$ cat src/rtl/mux_scan_feeder_if.sv
// Bundle between the scan feeder and its neighbours: register write port, scan
// control/handshake, and the mux-facing data/select outputs.
interface mux_scan_feeder_if #(
    parameter int WIDTH = 4
);
    logic             WrEn;
    logic [1:0]       WrAddr;
    logic [WIDTH-1:0] WrData;
    logic             Start;
    logic             Ready;
    logic [WIDTH-1:0] D0;
    logic [WIDTH-1:0] D1;
    logic [WIDTH-1:0] D2;
    logic [WIDTH-1:0] D3;
    logic [1:0]       S;
    logic             Valid;
    logic             Busy;
    logic             Done;
    logic             WrErr;

    modport master (
        input  WrEn, WrAddr, WrData, Start, Ready,
        output D0, D1, D2, D3, S, Valid, Busy, Done, WrErr
    );

    modport slave (
        output WrEn, WrAddr, WrData, Start, Ready,
        input  D0, D1, D2, D3, S, Valid, Busy, Done, WrErr
    );
endinterface

$ cat src/rtl/mux_scan_feeder.sv
// Feeds a 4x1 mux: four writable data registers plus a select sequencer that walks
// S through 0..3 under Valid/Ready. Define MUX_SCAN_FEEDER_LOOP_EN to add a Loop input.
module mux_scan_feeder #(
    parameter int WIDTH = 4,
    parameter int DEPTH = 4
) (
    input  logic Clk,
    input  logic Reset_n,
`ifdef MUX_SCAN_FEEDER_LOOP_EN
    input  logic Loop,
`endif
    mux_scan_feeder_if.master bus
);
    typedef enum logic [1:0] {
        IDLE = 2'd0,
        SCAN = 2'd1,
        DONE = 2'd2
    } state_t;

    localparam logic [1:0] LAST_SEL = 2'(DEPTH - 1);

    state_t     state_reg;
    logic [1:0] s_reg;
    logic       valid_reg;
    logic       busy_reg;
    logic       done_reg;
    logic       wrerr_reg;
    logic       wr_ok;
    logic       loop_sel;

    logic [WIDTH-1:0] data_all [DEPTH];

`ifdef MUX_SCAN_FEEDER_LOOP_EN
    assign loop_sel = Loop;
`else
    assign loop_sel = 1'b0;
`endif

    // Writes only land while idle, so the mux data never changes under a scan.
    assign wr_ok = (state_reg == IDLE) && bus.WrEn;

    for (genvar gi = 0; gi < DEPTH; gi++) begin : g_reg
        logic [WIDTH-1:0] q_reg;

        always_ff @(posedge Clk) begin
            if (!Reset_n) begin
                q_reg <= '0;
            end else if (wr_ok && (bus.WrAddr == 2'(gi))) begin
                q_reg <= bus.WrData;
            end
        end

        assign data_all[gi] = q_reg;
    end

    always_ff @(posedge Clk) begin
        if (!Reset_n) begin
            state_reg <= IDLE;
            s_reg     <= 2'd0;
            valid_reg <= 1'b0;
            busy_reg  <= 1'b0;
            done_reg  <= 1'b0;
            wrerr_reg <= 1'b0;
        end else begin
            done_reg  <= 1'b0;
            wrerr_reg <= 1'b0;
            case (state_reg)
                IDLE: begin
                    s_reg <= 2'd0;
                    if (bus.Start) begin
                        state_reg <= SCAN;
                        valid_reg <= 1'b1;
                        busy_reg  <= 1'b1;
                    end
                end
                SCAN: begin
                    if (bus.WrEn) begin
                        wrerr_reg <= 1'b1;
                    end
                    if (bus.Ready) begin
                        if (s_reg != LAST_SEL) begin
                            s_reg <= s_reg + 2'd1;
                        end else if (loop_sel) begin
                            s_reg <= 2'd0;
                        end else begin
                            // Done is asserted for exactly the one cycle spent in DONE.
                            s_reg     <= 2'd0;
                            state_reg <= DONE;
                            valid_reg <= 1'b0;
                            done_reg  <= 1'b1;
                        end
                    end
                end
                DONE: begin
                    if (bus.WrEn) begin
                        wrerr_reg <= 1'b1;
                    end
                    state_reg <= IDLE;
                    busy_reg  <= 1'b0;
                end
                default: begin
                    state_reg <= IDLE;
                    s_reg     <= 2'd0;
                    valid_reg <= 1'b0;
                    busy_reg  <= 1'b0;
                end
            endcase
        end
    end

    assign bus.D0    = data_all[0];
    assign bus.D1    = data_all[1];
    assign bus.D2    = data_all[2];
    assign bus.D3    = data_all[3];
    assign bus.S     = s_reg;
    assign bus.Valid = valid_reg;
    assign bus.Busy  = busy_reg;
    assign bus.Done  = done_reg;
    assign bus.WrErr = wrerr_reg;
endmodule

$ cat src/flat_wrapper.sv
// flat-port wrapper written by rule: the top's interface ports become plain ports
module mux_scan_feeder_flat 
#(
    parameter int WIDTH = 4,
    parameter int DEPTH = 4
)
  (Clk, Reset_n, bus_WrEn, bus_WrAddr, bus_WrData, bus_Start, bus_Ready, bus_D0, bus_D1, bus_D2, bus_D3, bus_S, bus_Valid, bus_Busy, bus_Done, bus_WrErr);
  mux_scan_feeder_if #(.WIDTH(WIDTH)) bus_i ();
  input  logic Clk;
  input  logic Reset_n;
  input wire logic [$bits(bus_i.WrEn)-1:0] bus_WrEn;
  input wire logic [$bits(bus_i.WrAddr)-1:0] bus_WrAddr;
  input wire logic [$bits(bus_i.WrData)-1:0] bus_WrData;
  input wire logic [$bits(bus_i.Start)-1:0] bus_Start;
  input wire logic [$bits(bus_i.Ready)-1:0] bus_Ready;
  output wire logic [$bits(bus_i.D0)-1:0] bus_D0;
  output wire logic [$bits(bus_i.D1)-1:0] bus_D1;
  output wire logic [$bits(bus_i.D2)-1:0] bus_D2;
  output wire logic [$bits(bus_i.D3)-1:0] bus_D3;
  output wire logic [$bits(bus_i.S)-1:0] bus_S;
  output wire logic [$bits(bus_i.Valid)-1:0] bus_Valid;
  output wire logic [$bits(bus_i.Busy)-1:0] bus_Busy;
  output wire logic [$bits(bus_i.Done)-1:0] bus_Done;
  output wire logic [$bits(bus_i.WrErr)-1:0] bus_WrErr;
  assign bus_i.WrEn = bus_WrEn;
  assign bus_i.WrAddr = bus_WrAddr;
  assign bus_i.WrData = bus_WrData;
  assign bus_i.Start = bus_Start;
  assign bus_i.Ready = bus_Ready;
  assign bus_D0 = bus_i.D0;
  assign bus_D1 = bus_i.D1;
  assign bus_D2 = bus_i.D2;
  assign bus_D3 = bus_i.D3;
  assign bus_S = bus_i.S;
  assign bus_Valid = bus_i.Valid;
  assign bus_Busy = bus_i.Busy;
  assign bus_Done = bus_i.Done;
  assign bus_WrErr = bus_i.WrErr;
  mux_scan_feeder #(.WIDTH(WIDTH), .DEPTH(DEPTH)) u_core (.Clk(Clk), .Reset_n(Reset_n), .bus(bus_i));
endmodule
$ cat config.mk
export PLATFORM = sky130hd
export DESIGN_NAME = mux_scan_feeder_flat
export DESIGN_NICKNAME = d
export VERILOG_FILES = /design/src/rtl/mux_scan_feeder_if.sv /design/src/rtl/mux_scan_feeder.sv /design/src/flat_wrapper.sv
export SDC_FILE = /design/constraint.sdc
export NUM_CORES = 1
export LEC_CHECK = 0
export CAP_MARGIN = 20
export CORE_MARGIN = 2
export CORE_UTILIZATION = 40
export CTS_CLUSTER_DIAMETER = 30
export DETAILED_ROUTE_END_ITERATION = 10
export HOLD_SLACK_MARGIN = 0.05
export PLACE_DENSITY = 0.76
export SLEW_MARGIN = 5
export SYNTH_ARGS = -nofsm -noshare
export SYNTH_HDL_FRONTEND = slang
export SYNTH_SLANG_ARGS = --single-unit
$ cat constraint.sdc
create_clock -name Clk -period 1.53 [get_ports Clk]
set_input_delay 0.3825 -clock Clk [delete_from_list [all_inputs] [get_ports Clk]]
set_output_delay 0.3825 -clock Clk [all_outputs]
set_load 0.005 [all_outputs]
==> summary.txt <==
Hold crit path type = flop to flop
PD cells = 1120 nW/um2
Maxcap violations = 0
Post-synthesis sequential area ratio = 0.503
Via count = 894
Later-pin clock latency in the skew report = 0.31 ns
Vias in the first global route = 760
Final worst path period share = 0.985
Area grow syn2layout = 51.2%
Die ar. = 2800 um2
Final setup fails = 0
Flops & latches, synth = 24
Die X = 52.9 um
Share of layout cells above drive strength 1 = 0.347
ANT cells = 0
Cells after Synth = 99
Pwr Total = 1620 uW
Io pins = 33
Final WL = 2.25 mm
Wire per inst = 13.1 um
Final hold violations = 0
Final Critical Period = 1.51 ns
Core area = 2230 um2
Num rows = 17
Worst-path clk slew = 0.13 ns
Syn. warnings = 0
Post-CTS Hold Buffers = 0
Reg2Reg Setup Slack = 0.02 ns
Total grt overflow = 0
Slew @ Worst Pin = 0.342 ns
Syn Area/Cell = 9.66 um2
Port Buffers = 32
Clock Tree Root = clkbuf_4
Most common cell after layout, fill and taps aside = dfxtp_2
Most frequent cells in the layout = dfxtp_2, dlygate4sd2_1, o21ai_0, nand3_1, buf_4
Clk_skew = 0.00466 ns
Hold_ws = 0.464 ns
TritonCTS Sinks = 24
Inserted Clock Buffers = 3
CTS tree = built
HPWL after detailed placement = 1.61 mm
Reg2reg path depth = 5
Routability cong. = 0.722
GRT Util Overall = 0.172
Detailed-router iteration count before antenna repair = 4
Critical Path End Type = flop
Maximum root-to-sink buffer count = 2
Global-route wire length before repair = 3.40 mm
Htree depth = 1
# DRC = 0
Unique masters post-synth = 28
Initial core utilization = 0.428
Max VDD drop = 926 uV
Outcome = complete, no violations
Nets = 162
Fmax = 664 MHz
Synthesized Nets = 115
Post-Syn Area = 956 um2
Initial antenna violation count = 0
Chip height = 52.9 um
Required time of the critical path = 1.78 ns
Crit-path max FO = 4
Arr. time, crit path = 1.75 ns
Pin count of the biggest net entering global routing = 18
Worst rel slew slack = 0.769
Final Max Tran Viols = 0
Vias per inst = 5.20
Total leakage power = 0.000678 uW
Startpoint Class = flop
Hold path cells = 2
DR iter-0 viols = 18
Final ANT Viol Nets = 0
Critical path type = flop to flop
through the flow:
stage | std cells | utilization | setup slack, ns | cell area, um2 | setup TNS (ns)
3_5_place_dp | 162 | 0.599 | -0.138 | 1340 | -0.828
3_3_place_gp | 162 | 0.599 | -0.0495 | 1340 | -0.302
5_1_grt | 172 | 0.647 | -0.0126 | 1450 | -0.0126
2_1_floorplan | 99 | - | 0.146 | 956 | 0
6_report | 172 | 0.647 | 0.0229 | 1450 | 0
4_1_cts | 168 | 0.619 | 0.0109 | 1380 | 0
power by group:
group          switching, uW  internal [uW]
Sequential              47.0            719
Clock                    183           92.2
Combinational            267            313
Total                    498           1120
worst max-delay path, cell delays in order (launching register included):
cell	delay, ns
dfxtp_2	0.34
buf_4	0.13
ha_2	0.19
nor2b_4	0.15
or4b_1	0.45
a21boi_1	0.17
routing by layer:
metal,vias to the layer above,wire [um],GRT usage
met4,0,70,0.0897
met1,411,1030,0.218
met2,20,1060,0.281
li1,456,-,-
met3,7,81,0.0254
met5,-,0,0
cells in the mapped netlist, drive strengths merged:
cell type | instances | area share
nor4 | 1 | 0.0065
nand2 | 6 | 0.024
o311a | 1 | 0.012
o31ai | 1 | 0.0079
nand3 | 16 | 0.084
inv | 4 | 0.016
nor2b | 3 | 0.030
ha | 5 | 0.065
nor2 | 1 | 0.0039
nand4b | 3 | 0.027
dfxtp | 24 | 0.50
a21oi | 1 | 0.0052
nand4 | 1 | 0.0065
buf | 2 | 0.010
nand4bb | 1 | 0.012
o41ai | 1 | 0.0092
and3 | 1 | 0.0065
or4b | 1 | 0.010
a21boi | 2 | 0.016
clkbuf | 1 | 0.0039
and4 | 1 | 0.0092
o311ai | 1 | 0.0092
o21ai | 19 | 0.099
dlymetal6s2s | 1 | 0.013
mux2i | 1 | 0.010
kinds of logic after synthesis:
| kind of cell | share of synthesized area |
|---|---|
| flip-flops | 0.503 |
| multiplexers | 0.0105 |
| AO/OA/AOI/OAI | 0.158 |
| buffers and inverters | 0.0432 |
| adder cells (fa/ha/maj) | 0.0654 |
| AND/OR/NAND/NOR | 0.220 |
final timing paths:
kind	end	start
min reg2reg	u_core.bus.Valid	u_core.bus.Valid
max reg2reg	u_core.bus.S[0]	u_core.bus.S[0]
max	u_core.bus.S[0]	u_core.bus.S[0]
min	u_core.bus.Valid	u_core.bus.Valid
area by class of cell:
class	instances	area, um2
fill	189	788
sequential	24	509
multi-input combinational	67	458
timing repair buffer	46	405
tap	28	35.0
clock buffer	3	22.5
inverter	4	15.0
timing repair:
action                                  in CTS  in global routing
gates cloned                                 0                  0
endpoints found under the setup margin      20                 14
pin swaps                                    0                  3
buffers inserted                             3                  4
gates resized for setup                     40                 13
Note: power is estimated with default switching activity, not from simulation.
